--- src/rtl/lc3_exe_pkg.sv ---
// lc3_exe_pkg: shared encodings for the multi-cycle LC3 execute stage
package lc3_exe_pkg;
    localparam logic [2:0] ALU_ADD = 3'd0;
    localparam logic [2:0] ALU_AND = 3'd1;
    localparam logic [2:0] ALU_NOT = 3'd2;
    localparam logic [2:0] ALU_PASS = 3'd3;
    localparam logic [2:0] ALU_MUL = 3'd4;
    localparam logic [2:0] ALU_SHL = 3'd5;
    localparam logic [2:0] ALU_SHR = 3'd6;
    localparam logic [2:0] ALU_SRA = 3'd7;
    localparam logic [1:0] PC_OFF11 = 2'd0;
    localparam logic [1:0] PC_OFF9 = 2'd1;
    localparam logic [1:0] PC_OFF6 = 2'd2;
    localparam logic [1:0] PC_ZERO = 2'd3;
    localparam int EC_ALU_HI = 6;
    localparam int EC_ALU_LO = 4;
    localparam int EC_PC1_HI = 3;
    localparam int EC_PC1_LO = 2;
    localparam int EC_PC2 = 1;
    localparam int EC_OP2 = 0;
    typedef enum logic {IDLE, MUL} exe_state_t;
endpackage

--- src/rtl/lc3_execute_mc_if.sv ---
// lc3_execute_mc_if: decode-to-execute bundle; master is the decode side, slave the execute stage
interface lc3_execute_mc_if #(parameter int DW = 16);
    logic enable_execute;
    logic [6:0] E_Control;
    logic [15:0] IR;
    logic [DW-1:0] npc, VSR1, VSR2, Mem_Bypass_Val;
    logic bypass_alu_1, bypass_alu_2, bypass_mem_1, bypass_mem_2;
    logic [1:0] W_Control_in;
    logic Mem_Control_in;
    logic busy;
    logic [DW-1:0] aluout, pcout, M_Data;
    logic [2:0] NZP, sr1, sr2, dr;
    logic [15:0] IR_Exec;
    logic [1:0] W_Control_out;
    logic Mem_Control_out;
    modport master (
        output enable_execute, E_Control, IR, npc, VSR1, VSR2, Mem_Bypass_Val,
               bypass_alu_1, bypass_alu_2, bypass_mem_1, bypass_mem_2, W_Control_in, Mem_Control_in,
        input busy, aluout, pcout, NZP, IR_Exec, W_Control_out, Mem_Control_out, sr1, sr2, dr, M_Data
    );
    modport slave (
        input enable_execute, E_Control, IR, npc, VSR1, VSR2, Mem_Bypass_Val,
              bypass_alu_1, bypass_alu_2, bypass_mem_1, bypass_mem_2, W_Control_in, Mem_Control_in,
        output busy, aluout, pcout, NZP, IR_Exec, W_Control_out, Mem_Control_out, sr1, sr2, dr, M_Data
    );
endinterface

--- src/rtl/lc3_exe_mul_iter.sv ---
// lc3_exe_mul_iter: shift-add multiplier, one multiplier bit per cycle, DW cycles per product
module lc3_exe_mul_iter #(parameter int DW = 16) (
    input logic clk,
    input logic rst,
    input logic start,
    input logic [DW-1:0] a,
    input logic [DW-1:0] b,
    output logic busy,
    output logic done,
    output logic [DW-1:0] product
);
    localparam int CW = $clog2(DW + 1);
    logic [DW-1:0] mcand, mplier, acc;
    logic [CW-1:0] cnt;
    // product already includes the current step so the result is usable on the final edge
    assign product = acc + (mplier[0] ? mcand : '0);
    assign done = busy && cnt == CW'(DW - 1);
    always_ff @(posedge clk) begin
        if (rst) begin
            busy <= 1'b0;
            cnt <= '0;
            acc <= '0;
            mcand <= '0;
            mplier <= '0;
        end else if (start && !busy) begin
            busy <= 1'b1;
            cnt <= '0;
            acc <= '0;
            mcand <= a;
            mplier <= b;
        end else if (busy) begin
            acc <= product;
            mcand <= mcand << 1;
            mplier <= mplier >> 1;
            cnt <= cnt + 1'b1;
            busy <= !done;
        end
    end
endmodule

--- src/rtl/lc3_execute_mc.sv ---
// lc3_execute_mc: parametrised LC3 execute stage with shifts and an iterative multiplier
import lc3_exe_pkg::*;
module lc3_execute_mc #(
    parameter int DW = 16,
    parameter int SHW = $clog2(DW)
) (
    input logic clock,
    input logic reset,
    lc3_execute_mc_if.slave bus
);
    exe_state_t state;
    logic [2:0] alu_op;
    logic [1:0] pcsel1;
    logic pcsel2, op2sel, accept, mul_start, mul_busy, mul_done, mul_commit, commit;
    logic [DW-1:0] op1, op2, aluin2, offset, base, addr, result, product;
    logic [DW-1:0] pc_l, md_l, c_alu, c_pc, c_md;
    logic [15:0] ir_l, c_ir;
    logic [1:0] w_l, c_w;
    logic m_l, c_m;
    function automatic logic [2:0] nzp_of(input logic [DW-1:0] v);
        return {v[DW-1], v == '0, !v[DW-1] && v != '0};
    endfunction
    assign alu_op = bus.E_Control[EC_ALU_HI:EC_ALU_LO];
    assign pcsel1 = bus.E_Control[EC_PC1_HI:EC_PC1_LO];
    assign pcsel2 = bus.E_Control[EC_PC2];
    assign op2sel = bus.E_Control[EC_OP2];
    assign bus.sr1 = bus.IR[8:6];
    assign bus.sr2 = bus.IR[2:0];
    assign bus.busy = state == MUL;
    assign accept = bus.enable_execute && state == IDLE;
    assign mul_start = accept && alu_op == ALU_MUL;
    assign op1 = bus.bypass_alu_1 ? bus.aluout : bus.bypass_mem_1 ? bus.Mem_Bypass_Val : bus.VSR1;
    assign op2 = bus.bypass_alu_2 ? bus.aluout : bus.bypass_mem_2 ? bus.Mem_Bypass_Val : bus.VSR2;
    assign aluin2 = op2sel ? op2 : {{(DW-5){bus.IR[4]}}, bus.IR[4:0]};
    assign offset = pcsel1 == PC_OFF11 ? {{(DW-11){bus.IR[10]}}, bus.IR[10:0]} :
                    pcsel1 == PC_OFF9 ? {{(DW-9){bus.IR[8]}}, bus.IR[8:0]} :
                    pcsel1 == PC_OFF6 ? {{(DW-6){bus.IR[5]}}, bus.IR[5:0]} : '0;
    assign base = pcsel2 ? bus.npc : op1;
    assign addr = base + offset;
    always_comb begin
        result = '0;
        case (alu_op)
            ALU_ADD: result = op1 + aluin2;
            ALU_AND: result = op1 & aluin2;
            ALU_NOT: result = ~op1;
            ALU_PASS: result = aluin2;
            ALU_SHL: result = op1 << aluin2[SHW-1:0];
            ALU_SHR: result = op1 >> aluin2[SHW-1:0];
            ALU_SRA: result = $signed(op1) >>> aluin2[SHW-1:0];
            default: result = '0;
        endcase
    end
    lc3_exe_mul_iter #(.DW(DW)) mul (
        .clk(clock),
        .rst(reset),
        .start(mul_start),
        .a(op1),
        .b(aluin2),
        .busy(mul_busy),
        .done(mul_done),
        .product(product)
    );
    // a multiply commits from its latched copies; everything else commits straight from the inputs
    assign mul_commit = state == MUL && mul_busy && mul_done;
    assign commit = (accept && alu_op != ALU_MUL) || mul_commit;
    assign c_alu = mul_commit ? product : result;
    assign c_pc = mul_commit ? pc_l : addr;
    assign c_md = mul_commit ? md_l : op2;
    assign c_ir = mul_commit ? ir_l : bus.IR;
    assign c_w = mul_commit ? w_l : bus.W_Control_in;
    assign c_m = mul_commit ? m_l : bus.Mem_Control_in;
    always_ff @(posedge clock) begin
        if (reset) begin
            state <= IDLE;
            pc_l <= '0;
            md_l <= '0;
            ir_l <= '0;
            w_l <= '0;
            m_l <= 1'b0;
            bus.aluout <= '0;
            bus.pcout <= '0;
            bus.M_Data <= '0;
            bus.NZP <= 3'b000;
            bus.IR_Exec <= '0;
            bus.dr <= '0;
            bus.W_Control_out <= '0;
            bus.Mem_Control_out <= 1'b0;
        end else begin
            if (mul_start) begin
                state <= MUL;
                pc_l <= addr;
                md_l <= op2;
                ir_l <= bus.IR;
                w_l <= bus.W_Control_in;
                m_l <= bus.Mem_Control_in;
            end else if (mul_commit) begin
                state <= IDLE;
            end
            if (commit) begin
                bus.aluout <= c_alu;
                bus.pcout <= c_pc;
                bus.M_Data <= c_md;
                bus.NZP <= nzp_of(c_alu);
                bus.IR_Exec <= c_ir;
                bus.dr <= c_ir[11:9];
                bus.W_Control_out <= c_w;
                bus.Mem_Control_out <= c_m;
            end
        end
    end
endmodule
--- src/flat_wrapper.sv ---
// flat-port wrapper written by rule: the top's interface ports become plain ports
module lc3_execute_mc_flat 
#(
    parameter int DW = 16,
    parameter int SHW = $clog2(DW)
)
  (clock, reset, bus_enable_execute, bus_E_Control, bus_IR, bus_npc, bus_VSR1, bus_VSR2, bus_Mem_Bypass_Val, bus_bypass_alu_1, bus_bypass_alu_2, bus_bypass_mem_1, bus_bypass_mem_2, bus_W_Control_in, bus_Mem_Control_in, bus_busy, bus_aluout, bus_pcout, bus_NZP, bus_IR_Exec, bus_W_Control_out, bus_Mem_Control_out, bus_sr1, bus_sr2, bus_dr, bus_M_Data);
  lc3_execute_mc_if #(.DW(DW)) bus_i ();
  input logic clock;
  input logic reset;
  input wire logic [$bits(bus_i.enable_execute)-1:0] bus_enable_execute;
  input wire logic [$bits(bus_i.E_Control)-1:0] bus_E_Control;
  input wire logic [$bits(bus_i.IR)-1:0] bus_IR;
  input wire logic [$bits(bus_i.npc)-1:0] bus_npc;
  input wire logic [$bits(bus_i.VSR1)-1:0] bus_VSR1;
  input wire logic [$bits(bus_i.VSR2)-1:0] bus_VSR2;
  input wire logic [$bits(bus_i.Mem_Bypass_Val)-1:0] bus_Mem_Bypass_Val;
  input wire logic [$bits(bus_i.bypass_alu_1)-1:0] bus_bypass_alu_1;
  input wire logic [$bits(bus_i.bypass_alu_2)-1:0] bus_bypass_alu_2;
  input wire logic [$bits(bus_i.bypass_mem_1)-1:0] bus_bypass_mem_1;
  input wire logic [$bits(bus_i.bypass_mem_2)-1:0] bus_bypass_mem_2;
  input wire logic [$bits(bus_i.W_Control_in)-1:0] bus_W_Control_in;
  input wire logic [$bits(bus_i.Mem_Control_in)-1:0] bus_Mem_Control_in;
  output wire logic [$bits(bus_i.busy)-1:0] bus_busy;
  output wire logic [$bits(bus_i.aluout)-1:0] bus_aluout;
  output wire logic [$bits(bus_i.pcout)-1:0] bus_pcout;
  output wire logic [$bits(bus_i.NZP)-1:0] bus_NZP;
  output wire logic [$bits(bus_i.IR_Exec)-1:0] bus_IR_Exec;
  output wire logic [$bits(bus_i.W_Control_out)-1:0] bus_W_Control_out;
  output wire logic [$bits(bus_i.Mem_Control_out)-1:0] bus_Mem_Control_out;
  output wire logic [$bits(bus_i.sr1)-1:0] bus_sr1;
  output wire logic [$bits(bus_i.sr2)-1:0] bus_sr2;
  output wire logic [$bits(bus_i.dr)-1:0] bus_dr;
  output wire logic [$bits(bus_i.M_Data)-1:0] bus_M_Data;
  assign bus_i.enable_execute = bus_enable_execute;
  assign bus_i.E_Control = bus_E_Control;
  assign bus_i.IR = bus_IR;
  assign bus_i.npc = bus_npc;
  assign bus_i.VSR1 = bus_VSR1;
  assign bus_i.VSR2 = bus_VSR2;
  assign bus_i.Mem_Bypass_Val = bus_Mem_Bypass_Val;
  assign bus_i.bypass_alu_1 = bus_bypass_alu_1;
  assign bus_i.bypass_alu_2 = bus_bypass_alu_2;
  assign bus_i.bypass_mem_1 = bus_bypass_mem_1;
  assign bus_i.bypass_mem_2 = bus_bypass_mem_2;
  assign bus_i.W_Control_in = bus_W_Control_in;
  assign bus_i.Mem_Control_in = bus_Mem_Control_in;
  assign bus_busy = bus_i.busy;
  assign bus_aluout = bus_i.aluout;
  assign bus_pcout = bus_i.pcout;
  assign bus_NZP = bus_i.NZP;
  assign bus_IR_Exec = bus_i.IR_Exec;
  assign bus_W_Control_out = bus_i.W_Control_out;
  assign bus_Mem_Control_out = bus_i.Mem_Control_out;
  assign bus_sr1 = bus_i.sr1;
  assign bus_sr2 = bus_i.sr2;
  assign bus_dr = bus_i.dr;
  assign bus_M_Data = bus_i.M_Data;
  lc3_execute_mc #(.DW(DW), .SHW(SHW)) u_core (.clock(clock), .reset(reset), .bus(bus_i));
endmodule
--- config.mk ---
export PLATFORM = sky130hd
export DESIGN_NAME = lc3_execute_mc_flat
export DESIGN_NICKNAME = d
export VERILOG_FILES = /design/src/rtl/lc3_exe_pkg.sv /design/src/rtl/lc3_execute_mc_if.sv /design/src/rtl/lc3_exe_mul_iter.sv /design/src/rtl/lc3_execute_mc.sv /design/src/flat_wrapper.sv
export SDC_FILE = /design/constraint.sdc
export NUM_CORES = 1
export LEC_CHECK = 0
export ABC_AREA = 1
export CORE_MARGIN = 5
export CORE_UTILIZATION = 46
export DETAILED_ROUTE_END_ITERATION = 8
export GPL_ROUTABILITY_DRIVEN = 0
export PLACE_DENSITY = 0.71
export SLEW_MARGIN = 40
export SYNTH_ARGS = -nofsm -noshare
export SYNTH_HDL_FRONTEND = slang
export SYNTH_SLANG_ARGS = --single-unit
--- constraint.sdc ---
create_clock -name clock -period 3.3 [get_ports clock]
set_clock_uncertainty 0.15 [all_clocks]
set_input_delay 0.66 -clock clock [delete_from_list [all_inputs] [get_ports clock]]
set_output_delay 0.66 -clock clock [all_outputs]
set_load 0.005 [all_outputs]
==> results.cfg, run 1 <==
[power_and_ir_drop]
intPower_mw = 4.61
powerDensity_mw_per_mm2 = 404
sw_frac_of_total = 0.379
ir_worst_vdd_mv = 0.408
p_leak_nw = 8.95
power_frac_seq = 0.313
p_comb_frac = 0.407
power_frac_clock = 0.281
p_switching_mw = 2.81
finalPower_mw = 7.43

[logic_synthesis]
ys_seq_area_frac = 0.279
async_flop_share = 0
synth_seq_cells = 175
yosysWarnings = 0
synth_cell_types = 52
syn_area_mm2 = 0.0125
syn_area_per_cell_um2 = 6.24
synthTopCellsByArea = dfxtp_1 28%, nand2_1 16%, nand3_1 7.4%, o21ai_0 7.1%, inv_1 6.6%
synth_top_area_frac = 0.279
synth-main-ff-cell = dfxtp_1
synth.top_cells.by_count = 534 x nand2_1, 220 x inv_1, 186 x nand3_1
synth_edf_count = 0
syn_nets = 2157
post_synth_inst_count = 2009
netlist.top_cell.by_area = dfxtp_1
yosysMostFrequentCell = nand2_1

[grt]
grt_pass1_vias = 15042
grt-ovfl-total = 0
grt_antenna_before_repair = 0
grt_usage = 0.335
grt_pass1_wl_um = 82000
grt_max_degree = 75

[timing]
finalCriticalPeriod_ns = 3.48
finalHoldViolCount = 0
setup_viol = 5
maxSlewHeadroom = 0.416
tightest_slew_ns = 0.871
finalMaxSlewViolations = 0
clock.fmax_mhz = 287
post-route-period-util = 1.06
worst_slack_ns = -0.183
hold-worst-slack_ns = 0.317

[critical_path]
crit_buf_inv = 3
critPathCaptureType = register
cpMostUsedCell = nand3_1
path_cells = clkbuf_4 > clkinvlp_4 > nand3_1 > o21ai_1 > o21ai_2 > ha_4 > a21oi_1 > inv_1 > a21oi_2 > nor2_1 > a211oi_2 > nand3_1 > nand3_1 > nand2_1 > nand2_1 > nand3_1 > nor2_1 > nand3_1 > nand2_1 > a21oi_2
crit_type = in -> reg
worst_ep_required_time_ns = 3.47
critPathMaxStageDelay_ns = 0.28
crit_path_start_kind = input pin
crit_family = simple AND/OR/NAND/NOR gates
critPathSlowestCell = a211oi_2
arrival_ns = 3.65
path_max_fanout = 5

[cts]
cts_max_level = 4
cts_tree = yes
clk_path_buf_depth = 2
clk_pin_slew_ns = 0.08
clk_latency_ns = 0.46
ctsRootBufferMaster = clkbuf_16
cts_made_buffers = 17
clock-sinks = 175

[die]
die_h_um = 175
rows = 60
ioPinCount = 177
initial_core_util = 0.467
fp.dieW_um = 175
die_area_mm2 = 0.0307
coreArea_mm2 = 0.0269

[final_layout]
area_delta_synth_final_pct = 46.5
drive_gt1_frac = 0.239
nets = 2574
fill_cells = 2153
antenna_cells = 0

[drt]
dr.first_iter.drc_count = 2291
routedWlPerCell_um = 20.6
route.detailed.drc = 5
viasPerCell = 5.99
vias = 16644
ant_nets = 0
drt-pass1-iter-count = 9
wl_um = 57300

[place]
post-place-ws_ns = -0.919
hpwl_um = 39600
io_buffer_count = 176

[outcome]
status = finished with violations
violations = DRC, setup timing

[job]
drv_cap = 0

[worst_hold_path]
hp-class = reg -> reg
placed cells by master, fill, tap and decap left out, types with 34 or more instances in the layout:
master	n
inv_1	205
a21oi_1	87
nand2_1	509
buf_4	313
nor2_1	155
nand2_2	34
nand3_1	172
o21ai_0	143
dfxtp_1	174
clkdlybuf4s50_1	150
a31oi_1	36
path summary, 6_finish.rpt:
| check | end | cells past startpoint | startpoint | slack, ns |
|---|---|---|---|---|
| worst min register to register | u_core.mul.cnt[4]$_SDFFE_PP0P_ | 2 | u_core.mul.cnt[4]$_SDFFE_PP0P_ | 0.32 |
| worst max register to register | u_core.pc_l[15]$_SDFFE_PP0P_ | 20 | u_core.bus.aluout[2]$_SDFFE_PP0P_ | 0.10 |
| worst min-delay path | u_core.mul.cnt[4]$_SDFFE_PP0P_ | 2 | u_core.mul.cnt[4]$_SDFFE_PP0P_ | 0.32 |
| worst max-delay path | u_core.bus.NZP[0]$_SDFFE_PP0P_ | 20 | bus_bypass_alu_2 | -0.18 |
worst register-to-register path, cell delays in order (launching register included):
cell and delay [ns]:
dfxtp_1 0.42, inv_1 0.11, nand2_1 0.11, nand2_2 0.09, o21ai_2 0.14, ha_1 0.28, nand2_2 0.09, nand2_2 0.06
a31oi_4 0.20, o21ai_2 0.11, a21oi_2 0.20, o21bai_2 0.13, a31oi_4 0.17, o21ai_2 0.09, nand2_1 0.10, nor2_1 0.07
nor2_1 0.13, xor2_1 0.25, nand2_1 0.10, nand2_1 0.09, inv_1 0.04
state kept, by name, summed over array words and instances (netlist names), 16 cells and up:
| name | count |
|---|---|
| u_core.bus.M_Data | 16 |
| u_core.bus.pcout | 16 |
| u_core.ir_l | 16 |
| u_core.md_l | 16 |
| u_core.mul.acc | 16 |
| u_core.mul.mcand | 16 |
| u_core.mul.mplier | 16 |
| u_core.pc_l | 16 |
timing repair:
item | 4_1_cts | 5_1_grt
resized for setup | 60 | 202
gates cloned | 3 | 1
hold buffers | 0 | 0
endpoints found under the setup margin | 28 | 27
pin swaps | 12 | 73
buffers inserted | 15 | 26
layout make-up:
| cell class | instances | area (µm²) | area share |
|---|---|---|---|
| clock buffers | 18 | 429 | 0.0234 |
| clock inverters | 14 | 169 | 0.00920 |
| repair buffers | 509 | 4510 | 0.245 |
| inverters | 228 | 878 | 0.0478 |
| well taps | 341 | 427 | 0.0232 |
| flip-flops and latches | 175 | 3500 | 0.191 |
| multi-input cells | 1493 | 8440 | 0.459 |
| repair inverters | 2 | 15.0 | 0.000817 |
logic make-up after synthesis:
logic type | count (synthesis) | synth area share
AND/OR/NAND/NOR | 948 | 0.319
AO/OA/AOI/OAI | 464 | 0.215
buffers and inverters | 341 | 0.114
flip-flops | 175 | 0.279
adder cells (fa/ha/maj) | 51 | 0.0521
XOR/XNOR | 30 | 0.0210
through the flow:
step                      instances   util  instance area (µm²)  TNS [ns]
after global placement         2704  0.613                16500    -20.12
after global routing           2780  0.683                18400     -1.25
after detailed placement       2704  0.614                16500    -23.38
after CTS                      2754  0.648                17400         0
after floorplan                2009      -                12500   -0.0260
final                          2780  0.683                18400    -0.497
routing by layer:
metal  wire length (µm)  vias to the layer above  global-route usage
li1                   -                     7467                   -
met3               7530                      369              0.0768
met1              20600                     7556               0.427
met5                  0                        -                   0
met2              24700                     1252               0.524
met4               4400                        0               0.187
power groups by stage:
stage / Combinational [mW] / Sequential, mW / Clock, mW
after floorplan: 1.21 / 2.35 / 0
after global placement: 2.44 / 2.36 / 0
after detailed placement: 2.47 / 2.36 / 0
after CTS: 2.58 / 2.32 / 2.08
after global routing: 3.19 / 2.33 / 2.17
final: 3.02 / 2.32 / 2.08
Power figures use the tool's default switching activity.
==> inputs of run 2 (changes only) <==
--- a/config.mk
+++ b/config.mk
@@ -10,8 +10,8 @@
 export CORE_UTILIZATION = 46
 export DETAILED_ROUTE_END_ITERATION = 8
 export GPL_ROUTABILITY_DRIVEN = 0
-export PLACE_DENSITY = 0.71
-export SLEW_MARGIN = 40
+export PLACE_DENSITY = 0.68
 export SYNTH_ARGS = -nofsm -noshare
 export SYNTH_HDL_FRONTEND = slang
 export SYNTH_SLANG_ARGS = --single-unit
+export TNS_END_PERCENT = 30
==> constraint.sdc (replaced) <==
create_clock -name clock -period 4.3 [get_ports clock]
set_clock_uncertainty 0.15 [all_clocks]
set_input_delay 0.86 -clock clock [delete_from_list [all_inputs] [get_ports clock]]
set_output_delay 0.86 -clock clock [all_outputs]
set_load 0.005 [all_outputs]
==> results.cfg, run 2 (synthesized netlist as in run 1, its figures left out) <==
[critical_path]
path_max_fanout = 14
worst_ep_required_time_ns = 4.46
arrival_ns = 4.17
critPathCaptureType = register
crit_path_start_kind = input pin
crit_type = in -> reg

[power_and_ir_drop]
ir_worst_vdd_mv = 0.353
p_leak_nw = 7.95
powerDensity_mw_per_mm2 = 320

[timing]
clock.fmax_mhz = 249
rsz0062_at_grt = false
setup_viol = 0
worst_slack_ns = 0.291
finalHoldViolCount = 0
fin_setup_tns_ns = 0
post-route-period-util = 0.932
finalCriticalPeriod_ns = 4.01
tightest_slew_ns = 1.02
maxSlewHeadroom = 0.323
finalMaxSlewViolations = 0

[grt]
grt-ovfl-total = 0
grt_max_degree = 104
grt_pass1_vias = 14212
grt_antenna_before_repair = 0
grt_usage = 0.315
grt_pass1_wl_um = 77400

[drt]
routedWlPerCell_um = 18.6
drt-pass1-iter-count = 6
wl_um = 49100
ant_nets = 0
vias = 14952
viasPerCell = 5.67
route.detailed.drc = 0
dr.first_iter.drc_count = 1605

[final_layout]
nets = 2432
mostFrequentLayoutCells = 534 x nand2_1, 217 x inv_1, 186 x nand3_1, 185 x buf_4
fill_cells = 2565
final_common_cell = nand2_1
antenna_cells = 0
drive_gt1_frac = 0.122
area_delta_synth_final_pct = 30.2
final_core_util = 0.608

[cts]
cts_tree = yes
cts_made_buffers = 17
ctsRootBufferMaster = clkbuf_16
clk_path_buf_depth = 2
clock-sinks = 175
clk_pin_slew_ns = 0.08
cts_max_level = 4
post_cts_buffers = 0
clk_latency_ns = 0.45

[outcome]
status = finished clean

[place]
post-place-ws_ns = -0.302
io_buffer_count = 176
hpwl_um = 37600

[die]
fp.dieW_um = 175
die_h_um = 175
coreArea_mm2 = 0.0269
die_area_mm2 = 0.0307
rows = 60
ioPinCount = 177
initial_core_util = 0.467

[job]
drv_cap = 0

[worst_hold_path]
hp-class = reg -> reg
[run 2: cell types whose count changed in the layout (fill, tap and decap cells not counted), moves of 14 or more]
cell             before  now
ha_4                 14    0
buf_4               313  185
nand2_1             509  534
nand3_1             172  186
nand2_2              34   12
o21ai_2              29    8
clkdlybuf4s50_1     150  175
a21oi_1              87  115
ha_1                 32   49
o21ai_0             143  174
dlymetal6s2s_1       18    0
a21oi_2              27    1
[run 2: through the flow]
step | area (µm²) | hold slack [ns] | instances | power (mW)
final | 16300 | 0.319 | 2637 | 5.22
after global routing | 16300 | 0.346 | 2637 | 5.48
after CTS | 16300 | 0.321 | 2637 | 5.20
after detailed placement | 15700 | 0.312 | 2606 | 3.61
after global placement | 15700 | 0.301 | 2606 | 3.60
after floorplan | 12500 | 0.291 | 2009 | 2.73
[run 2: final timing paths]
check	cells past startpoint	slack, ns	from	to
hold / removal	2	0.32	u_core.mul.cnt[4]$_SDFFE_PP0P_	u_core.mul.cnt[4]$_SDFFE_PP0P_
setup reg to reg	19	0.79	u_core.mul.mplier[0]$_SDFFE_PP0P_	u_core.bus.NZP[0]$_SDFFE_PP0P_
setup / recovery	23	0.29	bus_bypass_mem_2	u_core.bus.NZP[0]$_SDFFE_PP0P_
hold reg to reg	2	0.32	u_core.mul.cnt[4]$_SDFFE_PP0P_	u_core.mul.cnt[4]$_SDFFE_PP0P_
[run 2: area by class of cell]
cell class                      count  area (µm²)  area share
Clock buffer                       17         425      0.0261
Clock inverter                     14         170      0.0104
Inverter                          228         868      0.0532
Multi-Input combinational cell   1493        7630       0.467
Sequential cell                   175        3500       0.215
Tap cell                          341         427      0.0261
Timing Repair Buffer              369        3310       0.202
[run 2: metal layers]
| layer | GRT usage | wire length (µm) | up-vias | part of all wire |
|---|---|---|---|---|
| met5 | 0 | 0 | - | 0 |
| met4 | 0.147 | 2540 | 0 | 0.052 |
| met3 | 0.0777 | 5110 | 148 | 0.10 |
| met2 | 0.495 | 21400 | 756 | 0.44 |
| met1 | 0.409 | 20000 | 6861 | 0.41 |
| li1 | - | - | 7187 | - |
[run 2: worst max-delay path: stages]
cell and delay (ns):
clkdlybuf4s50_1 0.51, buf_12 0.16, inv_6 0.06, nand2_1 0.06, nand3_1 0.06, o21ai_1 0.17, o21ai_1 0.15, ha_1 0.36
buf_4 0.15, nand2_1 0.09, inv_1 0.07, a21oi_1 0.26, nand2_1 0.17, nand2_1 0.11, nand3_1 0.07, nand3_1 0.12
nand2_1 0.07, a21oi_1 0.17, nand2_1 0.07, nor2_1 0.12, nand3_1 0.16, nand2_1 0.09, a21oi_1 0.05
[run 2: repair_timing]
action	CTS	global route
resized for setup	0	10
endpoints found under the setup margin	0	6
hold buffers	0	0
[run 2: where the power goes]
part           total [mW]  switching, mW  internal (mW)
Sequential           1.78         0.0653           1.71
Clock                1.59          0.810          0.783
Combinational        1.85           1.04          0.809
Total                5.22           1.92           3.30
==> inputs of run 3 (changes only) <==
--- a/config.mk
+++ b/config.mk
@@ -10,7 +10,7 @@
 export CORE_UTILIZATION = 46
 export DETAILED_ROUTE_END_ITERATION = 8
 export GPL_ROUTABILITY_DRIVEN = 0
-export PLACE_DENSITY = 0.68
+export PLACE_DENSITY = 0.81
 export SYNTH_ARGS = -nofsm -noshare
 export SYNTH_HDL_FRONTEND = slang
 export SYNTH_SLANG_ARGS = --single-unit
==> results.cfg, run 3 (synthesized netlist as in run 1, its figures left out) <==
[drt]
route.detailed.drc = 0
drt-pass1-iter-count = 7
dr.first_iter.drc_count = 1944
routedWlPerCell_um = 19.2
viasPerCell = 5.96
vias = 15379
ant_nets = 0
wl_um = 49600

[critical_path]
crit_type = in -> reg
crit_path_start_kind = input pin
cpMostUsedCell = nand3_1
path_cells = clkdlybuf4s50_1 > inv_2 > buf_4 > buf_4 > o21ai_0 > o21ai_1 > ha_1 > nand3_1 > nor2_1 > a211oi_1 > nand3_1 > nand3_1 > nand2_1 > nand2_1 > nand3_1 > nor2_1 > nand3_1 > nand2_1 > a21oi_1
arrival_ns = 4.39
critPathMaxStageDelay_ns = 0.54
worst_ep_required_time_ns = 4.46
critPathCaptureType = register
critPathSlowestCell = clkdlybuf4s50_1
path_max_fanout = 17
crit_buf_inv = 4
crit_family = buffers and inverters

[final_layout]
drive_gt1_frac = 0.0991
fin_cells = 2582
nets = 2377
area_delta_synth_final_pct = 26.7
mostFrequentLayoutCells = 534 x nand2_1, 217 x inv_1, 186 x nand3_1
fill_cells = 2421
antenna_cells = 0
final_common_cell = nand2_1
final_core_util = 0.591

[die]
die_area_mm2 = 0.0307
ioPinCount = 177
initial_core_util = 0.467
die_h_um = 175
coreArea_mm2 = 0.0269
fp.dieW_um = 175
rows = 60

[grt]
grt_pass1_vias = 14703
grt_usage = 0.314
grt_pass1_wl_um = 77400
use_met2 = 0.485
grt.busiest_layer = met2
use_met3 = 0.0907
grt_antenna_before_repair = 0
grt_max_degree = 75
met1_usage = 0.382
grt-ovfl-total = 0

[place]
hpwl_um = 37200
io_buffer_count = 176
dp_cells = 2551

[worst_hold_path]
hp-class = reg -> reg

[job]
drv_cap = 0

[cts]
cts_max_level = 4
ctsRootBufferMaster = clkbuf_16
clk_latency_ns = 0.45
clk_path_buf_depth = 2
cts_made_buffers = 17
clock-sinks = 175
clk_pin_slew_ns = 0.07
cts_tree = yes

[timing]
hold-worst-slack_ns = 0.319
finalHoldViolCount = 0
finalMaxSlewViolations = 0
maxSlewHeadroom = 0.252
rsz0062_at_grt = true
setup_viol = 0
tightest_slew_ns = 1.12
fin_setup_tns_ns = 0
clock.fmax_mhz = 236
finalCriticalPeriod_ns = 4.23
post-route-period-util = 0.985

[power_and_ir_drop]
p_leak_nw = 7.67
ir_worst_vdd_mv = 0.282
powerDensity_mw_per_mm2 = 326

[outcome]
status = finished clean
[run 3: worst paths after layout]
kind / slack (ns) / endpoint / cells past startpoint / start
worst max-delay path: 0.07 / u_core.bus.NZP[0]$_SDFFE_PP0P_ / 19 / bus_bypass_alu_2
worst min-delay path: 0.32 / u_core.mul.cnt[4]$_SDFFE_PP0P_ / 2 / u_core.mul.cnt[4]$_SDFFE_PP0P_
worst max register to register: 0.91 / u_core.bus.NZP[0]$_SDFFE_PP0P_ / 19 / u_core.mul.mplier[0]$_SDFFE_PP0P_
worst min register to register: 0.32 / u_core.mul.cnt[4]$_SDFFE_PP0P_ / 2 / u_core.mul.cnt[4]$_SDFFE_PP0P_
[run 3: area by class of cell]
class / count / area, µm² / share of cell area
flip-flops and latches: 175 / 3500 / 0.221
repair buffers: 314 / 2880 / 0.181
well taps: 341 / 427 / 0.0269
clock buffers: 19 / 433 / 0.0273
clock inverters: 12 / 151 / 0.00953
inverters: 228 / 863 / 0.0544
multi-input cells: 1493 / 7620 / 0.480
[run 3: worst register-to-register path, stage by stage (launching register included)]
cell and delay (ns):
dfxtp_1 0.39, nand2_1 0.07, inv_1 0.06, ha_1 0.19, inv_1 0.07, fa_1 0.43
o21ai_0 0.21, buf_4 0.18, nand4_1 0.09, nand2_1 0.11, a21boi_0 0.14, o21ai_0 0.22
xor2_1 0.22, nor2_1 0.09, a21oi_1 0.21, nand3_1 0.10, nor2_1 0.11, nand3_1 0.09
nand2_1 0.08, a21oi_1 0.05
[run 3: metrics by stage]
stage / total power [mW] / cell area (µm²) / setup WS (ns)
floorplan: 2.73 / 12500 / 0.642
global placement: 3.47 / 15300 / -0.159
detailed placement: 3.50 / 15300 / -0.249
CTS: 5.10 / 15900 / 0.146
global route: 5.37 / 15900 / -0.0305
finish: 5.17 / 15900 / 0.0664
[run 3: repair_timing]
item	in CTS	in global routing
endpoints found under the setup margin	0	7
hold buffers	0	0
gates resized for setup	0	5
setup buffers	0	0
[run 3: per-layer routing]
layer / routed length (µm) / vias up
met5: 0 / -
met4: 3760 / 0
met3: 6260 / 256
met2: 21400 / 1077
met1: 18200 / 6964
li1: - / 7082
[run 3: power breakdown]
group	switching [mW]	internal [mW]	leakage, nW
sequential	0.0766	1.71	1.43
clock	0.748	0.872	0.276
combinational	1.03	0.729	5.97
total	1.86	3.31	7.67
